$ cat src/rtl/board_io_pkg.sv
// Shared board I/O timing constants and the ms-to-cycles conversion used
// to derive default debounce and auto-repeat parameters.
package board_io_pkg;

   localparam int CLK_HZ           = 32'd100_000_000;
   localparam int DEBOUNCE_MS      = 32'd10;
   localparam int REPEAT_DELAY_MS  = 32'd500;
   localparam int REPEAT_PERIOD_MS = 32'd100;

   function automatic int ms_to_cycles(input int ms);
      return (CLK_HZ / 32'd1000) * ms;
   endfunction

endpackage

$ cat src/rtl/debounce_channel.sv
// One input channel: 2-flop synchronizer, debounce counter, auto-repeat FSM
// and registered press/release/repeat pulses.
module debounce_channel
   import board_io_pkg::*;
#(
   parameter int DEBOUNCE_CYCLES = ms_to_cycles(DEBOUNCE_MS),
   parameter int REPEAT_DELAY    = ms_to_cycles(REPEAT_DELAY_MS),
   parameter int REPEAT_PERIOD   = ms_to_cycles(REPEAT_PERIOD_MS)
) (
   input  logic clk,
   input  logic rst,
   input  logic raw_in,
   output logic level,
   output logic press,
   output logic release_pulse,
   output logic repeat_pulse
);

   typedef enum logic [1:0] {
      IDLE      = 2'd0,
      HELD      = 2'd1,
      REPEATING = 2'd2
   } rpt_state_e;

   localparam int REP_MAX = (REPEAT_DELAY > REPEAT_PERIOD) ? REPEAT_DELAY : REPEAT_PERIOD;
   localparam int DW      = $clog2(DEBOUNCE_CYCLES + 1);
   localparam int RW      = $clog2(REP_MAX + 1);
   localparam logic [DW-1:0] DEB_LAST = DW'(DEBOUNCE_CYCLES - 1);
   localparam logic [RW-1:0] DLY_LAST = RW'((REPEAT_DELAY > 0) ? (REPEAT_DELAY - 1) : 0);
   localparam logic [RW-1:0] PER_LAST = RW'(REPEAT_PERIOD - 1);

   logic          sync_meta_q, sync_q;
   logic          level_q, level_d;
   logic [DW-1:0] deb_cnt_q, deb_cnt_d;
   rpt_state_e    state_q, state_d;
   logic [RW-1:0] rpt_cnt_q, rpt_cnt_d;
   logic          press_q, press_d;
   logic          release_q, release_d;
   logic          repeat_q, repeat_d;
   logic          rise_s, fall_s;

   // Level toggles on the edge where the stable-mismatch count would hit DEBOUNCE_CYCLES.
   always_comb begin
      level_d   = level_q;
      deb_cnt_d = '0;
      if (sync_q != level_q) begin
         if (deb_cnt_q == DEB_LAST) begin
            level_d = ~level_q;
         end else begin
            deb_cnt_d = deb_cnt_q + 1'b1;
         end
      end else begin
         deb_cnt_d = '0;
      end
   end

   assign rise_s = level_d & ~level_q;
   assign fall_s = ~level_d & level_q;

   always_comb begin
      state_d   = state_q;
      rpt_cnt_d = rpt_cnt_q;
      repeat_d  = 1'b0;
      press_d   = rise_s;
      release_d = fall_s;
      if (fall_s) begin
         state_d   = IDLE;
         rpt_cnt_d = '0;
      end else if (rise_s) begin
         state_d   = HELD;
         rpt_cnt_d = '0;
         repeat_d  = 1'b1;
      end else begin
         case (state_q)
            IDLE: begin
               rpt_cnt_d = '0;
            end
            HELD: begin
               if (REPEAT_DELAY == 0) begin
                  rpt_cnt_d = '0;
               end else if (rpt_cnt_q == DLY_LAST) begin
                  state_d   = REPEATING;
                  rpt_cnt_d = '0;
                  repeat_d  = 1'b1;
               end else begin
                  rpt_cnt_d = rpt_cnt_q + 1'b1;
               end
            end
            REPEATING: begin
               if (rpt_cnt_q == PER_LAST) begin
                  rpt_cnt_d = '0;
                  repeat_d  = 1'b1;
               end else begin
                  rpt_cnt_d = rpt_cnt_q + 1'b1;
               end
            end
            default: begin
               state_d   = IDLE;
               rpt_cnt_d = '0;
            end
         endcase
      end
   end

   always_ff @(posedge clk) begin
      if (rst) begin
         sync_meta_q <= 1'b0;
         sync_q      <= 1'b0;
         level_q     <= 1'b0;
         deb_cnt_q   <= '0;
         state_q     <= IDLE;
         rpt_cnt_q   <= '0;
         press_q     <= 1'b0;
         release_q   <= 1'b0;
         repeat_q    <= 1'b0;
      end else begin
         sync_meta_q <= raw_in;
         sync_q      <= sync_meta_q;
         level_q     <= level_d;
         deb_cnt_q   <= deb_cnt_d;
         state_q     <= state_d;
         rpt_cnt_q   <= rpt_cnt_d;
         press_q     <= press_d;
         release_q   <= release_d;
         repeat_q    <= repeat_d;
      end
   end

   assign level         = level_q;
   assign press         = press_q;
   assign release_pulse = release_q;
   assign repeat_pulse  = repeat_q;

endmodule

$ cat src/rtl/button_conditioner.sv
// Conditions NUM_INPUTS raw board inputs into debounced levels and
// press/release/auto-repeat pulses; one independent channel per input.
module button_conditioner
   import board_io_pkg::*;
#(
   parameter int NUM_INPUTS      = 5,
   parameter int DEBOUNCE_CYCLES = ms_to_cycles(DEBOUNCE_MS),
   parameter int REPEAT_DELAY    = ms_to_cycles(REPEAT_DELAY_MS),
   parameter int REPEAT_PERIOD   = ms_to_cycles(REPEAT_PERIOD_MS)
) (
   input  logic                  clk,
   input  logic                  rst,
   input  logic [NUM_INPUTS-1:0] raw_in,
   output logic [NUM_INPUTS-1:0] level,
   output logic [NUM_INPUTS-1:0] press,
   // release/repeat are language keywords, hence the _pulse suffix
   output logic [NUM_INPUTS-1:0] release_pulse,
   output logic [NUM_INPUTS-1:0] repeat_pulse
);

   for (genvar i = 0; i < NUM_INPUTS; i++) begin : g_ch
      debounce_channel #(
         .DEBOUNCE_CYCLES (DEBOUNCE_CYCLES),
         .REPEAT_DELAY    (REPEAT_DELAY),
         .REPEAT_PERIOD   (REPEAT_PERIOD)
      ) u_ch (
         .clk           (clk),
         .rst           (rst),
         .raw_in        (raw_in[i]),
         .level         (level[i]),
         .press         (press[i]),
         .release_pulse (release_pulse[i]),
         .repeat_pulse  (repeat_pulse[i])
      );
   end

endmodule
$ cat config.mk
export PLATFORM = sky130hd
export DESIGN_NAME = button_conditioner
export DESIGN_NICKNAME = d
export VERILOG_FILES = /design/src/rtl/board_io_pkg.sv /design/src/rtl/debounce_channel.sv /design/src/rtl/button_conditioner.sv
export SDC_FILE = /design/constraint.sdc
export NUM_CORES = 1
export LEC_CHECK = 0
export BUFFER_PORTS_ARGS = -buffer_cell sky130_fd_sc_hd__buf_4
export CAP_MARGIN = 15
export CORE_ASPECT_RATIO = 1.1
export CORE_UTILIZATION = 40
export CTS_CLUSTER_SIZE = 30
export DETAILED_ROUTE_END_ITERATION = 8
export MAX_ROUTING_LAYER = met4
export PLACE_DENSITY = 0.63
export SYNTH_ARGS = -nofsm -noshare
export SYNTH_HDL_FRONTEND = slang
export SYNTH_SLANG_ARGS = --single-unit
$ cat constraint.sdc
create_clock -name clk -period 4.75 [get_ports clk]
set_clock_uncertainty 0.2 [all_clocks]
set_input_delay 0.475 -clock clk [delete_from_list [all_inputs] [get_ports clk]]
set_output_delay 0.475 -clock clk [all_outputs]
set_load 0.03 [all_outputs]
==> summary.txt, run 1 <==
Worst setup path
  • Critical Path Fanout Max: 26
  • CP peak stage delay: 480 ps
  • Worst-path cell with the longest stage delay: or4b_4
  • Crit Path Category: flop to flop
  • Chain of cells forming the critical path: ha_1 -> or4b_4 -> nor4_4 -> nand2_1 -> a22o_1 -> o2111ai_4 -> nor2_1
  • Kind of capture point of the worst setup path: flop
  • Worst path required time: 4940 ps
  • Worst Path Arrival: 2740 ps
  • Largest delay contributor family on the critical path: simple AND/OR/NAND/NOR gates
  • Worst path bufs/invs: 0
  • Launching element type of the critical path: flop

Pwr
  • Fraction of power spent switching nets: 20.71%
  • Switching Power: 0.0009528 W
  • Part of the power in combinational logic: 1.4%
  • Leakage component of the power: 4.436 nW
  • Post-layout total power: 0.004601 W
  • Internal: 0.003648 W
  • Proportion of power drawn by flip-flops and latches: 49.6%
  • Clock network power share: 49.0%
  • IR Drop Worst-Case VDD: 0.2835 mV
  • Power Density: 337.3 mW/mm2

Synthesis
  • Register bit total from synthesis: 270
  • Netlist Area Pre-Place: 0.01225 mm2
  • Synth warnings: 0
  • Syn Area/Cell: 8.851 um2
  • Seq/Total Area, Yosys: 44.13%
  • Number of distinct standard cells referenced by the synthesized netlist: 62
  • Instance count of the mapped netlist: 1384
  • Most frequently used flop master after synthesis: dfxtp_1
  • Total nets after synthesis: 1421
  • FFs w/ async S/R, synth: 0%
  • Number of flops mapped to enable cells by yosys: 0

GRT
  • Vias in the first global route: 8574
  • Global route total overflow: 0
  • Largest net degree at the start of global routing: 43
  • Global-route wire length before repair: 39.01 mm
  • Overall track demand over capacity in global routing: 14.95%
  • Antenna violations before repair: 0

Clocking
  • Number of hold buffers added after CTS: 4
  • Clk buf depth: 3
  • Deepest level of the CTS H-tree: 1
  • Number of buffers inserted to repair setup after CTS: 0
  • TritonCTS Buffers: 30
  • Worst skew pair latency: 550 ps
  • Total of cells resized after clock tree synthesis: 0
  • Cell at the root of the clock tree: clkbuf_16
  • Clk sinks: 270
  • Clock tree from TritonCTS: yes
  • Clock slew at the register clock pins of the worst setup and hold paths: 60 ps

Finish
  • Total inserted antenna cells: 0
  • Most common cell after layout, fill and taps aside: nor2_1
  • Utilization after layout: 45.76%
  • Post-layout instance area: 0.01364 mm2
  • Share of cells above drive strength 1: 6.860%
  • Relative area change from synthesis to final layout: 11.36%
  • Layout net count: 1430
  • Commonest cells after routing, fill and taps aside: 275 x nor2_1, 270 x dfxtp_1, 136 x xor2_1

Outcome
  • Outcome: finished, final reports clean

STA
  • Final-report max-slew violation count: 0
  • Worst hold margin: 29.61 ps
  • Fin. Hold Viols: 0
  • FMAX: 391.8 MHz
  • Total negative slack: 0 ps
  • Fin crit period: 2553 ps
  • Post-route clock period utilization: 53.74%
  • Slew at the pin with the worst max-slew slack: 792.0 ps
  • RSZ-0062 raised after global routing: no
  • Final number of setup-violating endpoints: 0
  • Worst slew margin: 46.72%

Routing
  • Number of nets with antenna violations after detailed routing: 0
  • Via Count: 9072
  • Routed WL per cell: 12.27 um
  • Overall routed net length: 22.37 mm
  • First-pass iteration count of the detailed router: 6
  • Number of vias per cell after detailed routing: 4.979
  • Starting DRC count in detailed routing: 433
  • Post-route DRC: 0

Placed design
  • Cell area after placement: 0.01263 mm2
  • Port buffer count: 26
  • Routability-driven placement congestion ratio: 0.7872
  • Final HPWL from detailed placement: 15.00 mm

Hold path
  • Worst min-delay path category: input pin to flop

Die
  • Die footprint: 0.03133 mm2
  • Starting utilization of the core area: 41.09%
  • Cell row count: 66
  • Count of pins on the block boundary: 27
  • Area of the core: 0.02981 mm2
  • Die Y: 185.5 um
  • Die span in x: 168.9 um

Job
  • Max-cap check violation count: 0
cell usage after synthesis, drive strengths merged (14+ instances only):
| cell | n | share of area [%] |
|---|---|---|
| buf | 37 | 2.2 |
| and2 | 14 | 0.72 |
| inv | 40 | 1.2 |
| dfxtp | 270 | 44 |
| nor2 | 275 | 8.4 |
| nand4 | 53 | 2.7 |
| nand2 | 80 | 2.5 |
| a21oi | 21 | 0.89 |
| xnor2 | 73 | 5.2 |
| xor2 | 136 | 9.7 |
| ha | 30 | 3.1 |
| clkbuf | 16 | 0.50 |
| nor4b | 14 | 1.2 |
| nand3 | 109 | 4.7 |
| nor4 | 20 | 1.4 |
| and4 | 26 | 1.9 |
| nor3 | 26 | 1.1 |
| and3 | 39 | 2.0 |
path summary, 6_finish.rpt:
path / startpoint / endpoint / slack [ps] / cells after the start
setup / recovery: g_ch[0].u_ch.rpt_cnt_q[0] / g_ch[0].u_ch.rpt_cnt_q[25] / 2200 / 7
hold / removal: raw_in[1] / g_ch[1].u_ch.sync_meta_q / 30 / 2
setup reg to reg: g_ch[0].u_ch.rpt_cnt_q[0] / g_ch[0].u_ch.rpt_cnt_q[25] / 2200 / 7
hold reg to reg: g_ch[3].u_ch.deb_cnt_q[0] / g_ch[3].u_ch.deb_cnt_q[0] / 240 / 1
kinds of logic after synthesis:
logic type                 share of synthesized area, %
and+or+nand+nor                                   30.26
adders and majority gates                         3.064
AOI/OAI and AO/OA                                 3.483
xor gates and xnor gates                          14.94
DFF                                               44.13
muxes                                            0.2452
buffers and inverters                             3.881
cell type report:
cell class,count,area (um2)
fillers,2893,16170
multi-input cells,1021,6369
flip-flops and latches,270,5405
clock buffers,44,894.6
well taps,408,510.5
repair buffers,30,235.2
inverters,40,150.1
clock inverters,9,76.32
stage by stage:
step	cells	worst slack (ps)
after floorplan	1384	2486
after CTS	1822	2170
after detailed placement	1765	2193
final	1822	2197
after global routing	1822	1927
after global placement	1765	2326
routing by layer:
| metal | vias to the layer above | global-route usage, % | part of all wire, % |
|---|---|---|---|
| li1 | 4703 | - | - |
| met1 | 4243 | 18.50 | 48 |
| met2 | 93 | 25.39 | 46 |
| met3 | 33 | 2.275 | 3.6 |
| met4 | 0 | 3.964 | 1.7 |
| met5 | - | - | 0 |
registers in the layout, summed over array words and instances, names as in the netlist:
register,cells
g_ch.u_ch.deb_cnt_q,100
g_ch.u_ch.level,5
g_ch.u_ch.press,5
g_ch.u_ch.release_pulse,5
g_ch.u_ch.repeat_pulse,5
g_ch.u_ch.rpt_cnt_q,130
g_ch.u_ch.state_q,10
g_ch.u_ch.sync_meta_q,5
g_ch.u_ch.sync_q,5
power groups by stage:
stage          Clock [W]  Combinational [W]  Sequential (W)
6_report         0.00226          0.0000651         0.00228
5_1_grt          0.00242          0.0000736         0.00228
4_1_cts          0.00232          0.0000662         0.00228
3_5_place_dp           0          0.0000635         0.00233
3_3_place_gp           0          0.0000618         0.00233
2_1_floorplan          0          0.0000488         0.00233
(Power assumes the default switching activity.)
==> run 2: changes to the inputs <==
Clock period 4.75 ns to 2.55 ns, I/O delays scaled along.
==> summary.txt, run 2 (synthesis results as in run 1) <==
GRT
  • Overall track demand over capacity in global routing: 15.02%
  • Global-route wire length before repair: 39.27 mm
  • Antenna violations before repair: 0
  • Largest net degree at the start of global routing: 27
  • Vias in the first global route: 8673
  • Global route total overflow: 0

Finish
  • Layout net count: 1457
  • Total inserted antenna cells: 0
  • Most common cell after layout, fill and taps aside: nor2_1
  • Commonest cells after routing, fill and taps aside: 275 x nor2_1, 270 x dfxtp_1, 136 x xor2_1
  • Fillers: 2834
  • Largest reg by FF count: g_ch.u_ch.rpt_cnt_q
  • Top Registers: g_ch.u_ch.rpt_cnt_q: 130 flops, g_ch.u_ch.deb_cnt_q: 100 flops, g_ch.u_ch.state_q: 10 flops
  • Relative area change from synthesis to final layout: 13.92%
  • Flip-flop count of the largest register after layout: 130
  • Share of cells above drive strength 1: 8.669%

Clocking
  • Number of buffers inserted to repair setup after CTS: 0
  • TritonCTS Buffers: 29
  • Clk buf depth: 3
  • Worst skew pair latency: 550 ps
  • Clk sinks: 270
  • Clock slew at the register clock pins of the worst setup and hold paths: 70 ps
  • Cell at the root of the clock tree: clkbuf_16
  • Clock tree from TritonCTS: yes
  • Deepest level of the CTS H-tree: 1

Worst setup path
  • Worst Path Arrival: 2650 ps
  • Worst path bufs/invs: 0
  • Worst path required time: 2760 ps
  • Critical Path Fanout Max: 6
  • CP peak stage delay: 540 ps
  • Worst-path cell with the longest stage delay: or4_1
  • Chain of cells forming the critical path: or4_1 -> nor4_1 -> nand2_1 -> a22o_2 -> o2111ai_2 -> nor2_1
  • Launching element type of the critical path: flop
  • Crit Path Category: flop to flop
  • Largest delay contributor family on the critical path: simple AND/OR/NAND/NOR gates
  • Kind of capture point of the worst setup path: flop

Die
  • Count of pins on the block boundary: 27
  • Cell row count: 66
  • Die Y: 185.5 um
  • Die span in x: 168.9 um
  • Die footprint: 0.03133 mm2
  • Area of the core: 0.02981 mm2
  • Starting utilization of the core area: 41.09%

Routing
  • Via Count: 9236
  • Routed WL per cell: 12.37 um
  • Post-route DRC: 0
  • Number of vias per cell after detailed routing: 4.992
  • Overall routed net length: 22.89 mm
  • Number of nets with antenna violations after detailed routing: 0
  • First-pass iteration count of the detailed router: 4
  • Starting DRC count in detailed routing: 446

Pwr
  • IR Drop Worst-Case VDD: 0.4666 mV
  • Power Density: 620.3 mW/mm2
  • Leakage component of the power: 4.584 nW
  • Post-layout total power: 0.008656 W

STA
  • Total negative slack: 0 ps
  • Post-route clock period utilization: 95.92%
  • FMAX: 408.8 MHz
  • Worst hold margin: 237.1 ps
  • Worst slew margin: 37.65%
  • Final number of setup-violating endpoints: 0
  • RSZ-0062 raised after global routing: no
  • Fin crit period: 2446 ps
  • Final-report max-slew violation count: 0
  • Slew at the pin with the worst max-slew slack: 928.6 ps
  • Fin. Hold Viols: 0

Placed design
  • Final HPWL from detailed placement: 15.37 mm
  • Port buffer count: 26
  • Routability-driven placement congestion ratio: 0.7728

Outcome
  • Outcome: finished, final reports clean

Job
  • Max-cap check violation count: 0

Hold path
  • Worst min-delay path category: flop to flop
-- run 2: cell count changes in the layout (fill, tap and decap cells not counted), sizes merged --
| cell | previous run | this run |
|---|---|---|
| buf | 26 | 48 |
| clkbuf | 44 | 39 |
| dlygate4sd3 | 4 | 7 |
| o2111ai | 1 | 4 |
| bufinv | 1 | 3 |
| clkinv | 7 | 9 |
| clkinvlp | 0 | 1 |
-- run 2: stage by stage --
step | instances | instance area, um2 | utilization [%] | worst slack, ps
CTS | 1847 | 13900 | 46.62 | 45.45
global route | 1850 | 13950 | 46.81 | 13.56
global placement | 1787 | 12840 | 43.09 | 128.3
detailed placement | 1787 | 12840 | 43.09 | 52.04
floorplan | 1384 | 12250 | - | 286.4
finish | 1850 | 13950 | 46.81 | 104.1
-- run 2: path summary, 6_finish.rpt --
path,cells after the start,startpoint,slack [ps],to
worst max-delay path,6,g_ch[0].u_ch.rpt_cnt_q[21],100,g_ch[0].u_ch.rpt_cnt_q[20]
worst min-delay path,1,g_ch[2].u_ch.sync_meta_q,240,g_ch[2].u_ch.sync_q
worst max register to register,6,g_ch[0].u_ch.rpt_cnt_q[21],100,g_ch[0].u_ch.rpt_cnt_q[20]
worst min register to register,1,g_ch[2].u_ch.sync_meta_q,240,g_ch[2].u_ch.sync_q
-- run 2: where the power goes --
| part | internal, W | switching [W] | total [W] |
|---|---|---|---|
| clock | 0.00256 | 0.00170 | 0.00426 |
| combinational | 0.0000578 | 0.0000863 | 0.000144 |
| sequential | 0.00423 | 0.0000136 | 0.00425 |
| total | 0.00686 | 0.00180 | 0.00866 |
-- run 2: routing by layer --
layer,routed length [um],share of wire (%),vias up,GRT usage [%]
met4,396,1.7,0,3.855
met1,10910,48,4331,18.50
met2,10870,47,93,25.65
li1,-,-,4783,-
met5,0,0,-,-
met3,711,3.1,29,2.275
-- run 2: final cells by class --
| class | instances | area, um2 | share of cell area [%] |
|---|---|---|---|
| clock buffers | 39 | 823.3 | 5.900 |
| clock inverters | 14 | 158.9 | 1.139 |
| inverters | 40 | 150.1 | 1.076 |
| multi-input cells | 1024 | 6426 | 46.05 |
| flip-flops and latches | 270 | 5405 | 38.73 |
| well taps | 408 | 510.5 | 3.658 |
| repair buffers | 55 | 480.5 | 3.443 |
-- run 2: timing repair --
item | in CTS | in global routing
setup endpoints to repair | 0 | 26
hold buffers | 7 | 0
endpoints found under the hold margin | 17 | 0
resized for setup | 0 | 2
-- run 2: worst reg2reg max path, stage by stage (launching register included) --
cell and delay [ps]:
dfxtp_1 360, or4_1 540, nor4_1 480, nand2_1 140, a22o_2 310, o2111ai_2 180, nor2_1 100
==> run 3: changes to the inputs <==
Settings changed: ABC_AREA from default to 1.
==> summary.txt, run 3 <==
Outcome
  • Outcome: finished, final reports clean

Worst setup path
  • Logic depth of the worst setup path including buffers: 6
  • Chain of cells forming the critical path: ha_1 -> nand3_2 -> nor2_1 -> a21oi_1 -> inv_2 -> nor3_1
  • Worst-path cell with the longest stage delay: a21oi_1
  • CP peak stage delay: 760 ps
  • Worst path required time: 2840 ps
  • Critical Path Fanout Max: 12
  • Largest delay contributor family on the critical path: compound AO/OA/AOI/OAI gates
  • Worst path bufs/invs: 1
  • Launching element type of the critical path: flop
  • Worst Path Arrival: 2550 ps
  • Crit Path Category: flop to flop
  • Number of cell instances on the worst register-to-register path: 6
  • Kind of capture point of the worst setup path: flop

Synthesis
  • Synth warnings: 0
  • Netlist Area Pre-Place: 0.01452 mm2
  • FFs w/ async S/R, synth: 0%
  • Simple-gate portion of the synthesized area: 39.73%
  • Largest cells by area after synthesis: dfxtp_1 37%, nand2_1 12%, nor2_1 11%
  • Top cell type's share of synthesized area: 37.23%
  • Most frequently used flop master after synthesis: dfxtp_1
  • Total nets after synthesis: 2246
  • Number of flops mapped to enable cells by yosys: 0
  • Register bit total from synthesis: 270
  • Post-Synth XOR/XNOR Area: 2.171%
  • Seq/Total Area, Yosys: 37.23%
  • Instance count of the mapped netlist: 2209
  • Number of distinct standard cells referenced by the synthesized netlist: 45
  • Post-synthesis mux area share: 0%
  • Combinational family with the most area after synthesis: simple AND/OR/NAND/NOR gates
  • Synth area leader: dfxtp_1
  • Most used standard cell by instance count after synthesis: nand2_1
  • Share of synthesized cell area in full adder, half adder and majority cells: 2.585%
  • Post-synthesis compound-gate area fraction: 8.178%
  • Commonest cells in the synthesized netlist: 481 x nand2_1, 418 x nor2_1, 278 x inv_1
  • Syn Area/Cell: 6.573 um2

Clocking
  • Clock tree from TritonCTS: yes
  • Clk buf depth: 3
  • Clk sinks: 270
  • Deepest level of the CTS H-tree: 1
  • Worst skew pair latency: 560 ps
  • TritonCTS Buffers: 30
  • Cell at the root of the clock tree: clkbuf_16
  • Clock slew at the register clock pins of the worst setup and hold paths: 60 ps
  • Number of buffers inserted to repair setup after CTS: 0

Finish
  • Total inserted antenna cells: 0
  • Top Registers: g_ch.u_ch.rpt_cnt_q: 130 flops, g_ch.u_ch.deb_cnt_q: 100 flops, g_ch.u_ch.state_q: 10 flops
  • Fillers: 3712
  • Commonest cells after routing, fill and taps aside: 481 x nand2_1, 418 x nor2_1, 278 x inv_1
  • Total area of multi-input combinational cells: 0.007647 mm2
  • Layout net count: 2267
  • Share of cells above drive strength 1: 8.607%
  • Largest reg by FF count: g_ch.u_ch.rpt_cnt_q
  • Flip-flop count of the largest register after layout: 130
  • Final cell count without fillers: 2735
  • Most common cell after layout, fill and taps aside: nand2_1
  • Utilization after layout: 45.56%
  • FF+latch area: 0.005405 mm2
  • Relative area change from synthesis to final layout: 11.37%

Die
  • Starting utilization of the core area: 40.91%
  • Area of the core: 0.03549 mm2
  • Die footprint: 0.03707 mm2
  • Die span in x: 183.7 um
  • Cell row count: 72
  • Die Y: 201.8 um
  • Count of pins on the block boundary: 27

STA
  • Slew at the pin with the worst max-slew slack: 944.1 ps
  • Fin crit period: 2256 ps
  • Worst slew margin: 37.06%
  • Fin. Hold Viols: 0
  • Final number of setup-violating endpoints: 0
  • FMAX: 443.2 MHz
  • RSZ-0062 raised after global routing: no
  • Post-route clock period utilization: 88.49%
  • Slack of the critical path: 293.6 ps
  • Final-report max-slew violation count: 0
  • Total negative slack: 0 ps

Placed design
  • Final HPWL from detailed placement: 22.97 mm
  • Cells after DPL: 2670
  • Routability-driven placement congestion ratio: 0.8759
  • Port buffer count: 26
  • Worst slack, placed: 277.5 ps

Pwr
  • Switching Power: 0.001858 W
  • Part of the power in combinational logic: 0.9%
  • Fraction of power spent switching nets: 20.87%
  • Power Density: 550.6 mW/mm2
  • Clock network power share: 51.5%
  • Leakage component of the power: 5.785 nW
  • Internal: 0.007046 W
  • Proportion of power drawn by flip-flops and latches: 47.5%
  • IR Drop Worst-Case VDD: 0.4940 mV

GRT
  • Largest net degree at the start of global routing: 27
  • Overall track demand over capacity in global routing: 17.87%
  • Global route total overflow: 0
  • Vias in the first global route: 12450
  • Global-route wire length before repair: 55.43 mm
  • Antenna violations before repair: 0

Routing
  • Post-route DRC: 0
  • Number of vias per cell after detailed routing: 4.880
  • Routed WL per cell: 11.42 um
  • Number of nets with antenna violations after detailed routing: 0
  • First-pass iteration count of the detailed router: 5
  • Overall routed net length: 31.24 mm
  • Via Count: 13350
  • Starting DRC count in detailed routing: 635

Hold path
  • Worst min-delay path category: flop to flop
  • Cell depth of the worst min-delay path: 2

Job
  • Max-cap check violation count: 0
run 3: routing by layer:
layer,vias up,GRT usage (%),part of all wire (%)
li1,7071,-,-
met1,6073,22.42,48
met2,170,29.88,47
met3,32,2.541,3.6
met4,0,4.732,1.6
met5,-,-,0
run 3: final timing paths:
check                                to                 startpoint  slack, ps
max          g_ch[3].u_ch.deb_cnt_q[11]  g_ch[3].u_ch.deb_cnt_q[0]        290
min reg2reg         g_ch[4].u_ch.sync_q   g_ch[4].u_ch.sync_meta_q        210
max reg2reg  g_ch[3].u_ch.deb_cnt_q[11]  g_ch[3].u_ch.deb_cnt_q[0]        290
min                 g_ch[4].u_ch.sync_q   g_ch[4].u_ch.sync_meta_q        210
run 3: layout make-up:
class | instances | share of cell area, %
Clock buffer | 38 | 5.331
Timing Repair Buffer | 47 | 2.321
Clock inverter | 18 | 1.253
Sequential cell | 270 | 33.42
Inverter | 287 | 6.661
Multi-Input combinational cell | 1594 | 47.29
Tap cell | 481 | 3.721
run 3: power groups by stage:
stage | registers, W | clock network [W] | logic (W)
final | 0.00423 | 0.00459 | 0.0000812
after global routing | 0.00423 | 0.00489 | 0.0000912
after global placement | 0.00433 | 0 | 0.0000696
after detailed placement | 0.00433 | 0 | 0.0000709
after CTS | 0.00423 | 0.00472 | 0.0000815
after floorplan | 0.00433 | 0 | 0.0000462
run 3: metrics by stage:
stage          hold slack [ps]  area, um2  power (W)
2_1_floorplan            162.0      14520   0.004372
3_3_place_gp             192.0      15020   0.004397
3_5_place_dp             202.7      15020   0.004399
4_1_cts                  211.0      16170   0.009035
5_1_grt                  231.3      16170   0.009217
6_report                 206.0      16170   0.008904
run 3: tightest hold or removal path, stage by stage, from the launching register on:
cell     delay (ps)
dfxtp_1         300
inv_1            40
nor2_1           30
run 3: cell families after synthesis:
group | Yosys count
compound gates | 220
xor+xnor | 36
fa+ha+maj | 30
buf+inv | 345
simple gates | 1308
flops | 270
run 3: repair_timing:
item	4_1_cts	5_1_grt
endpoints found under the hold margin	15	0
hold buffers	9	0
resized for setup	0	0
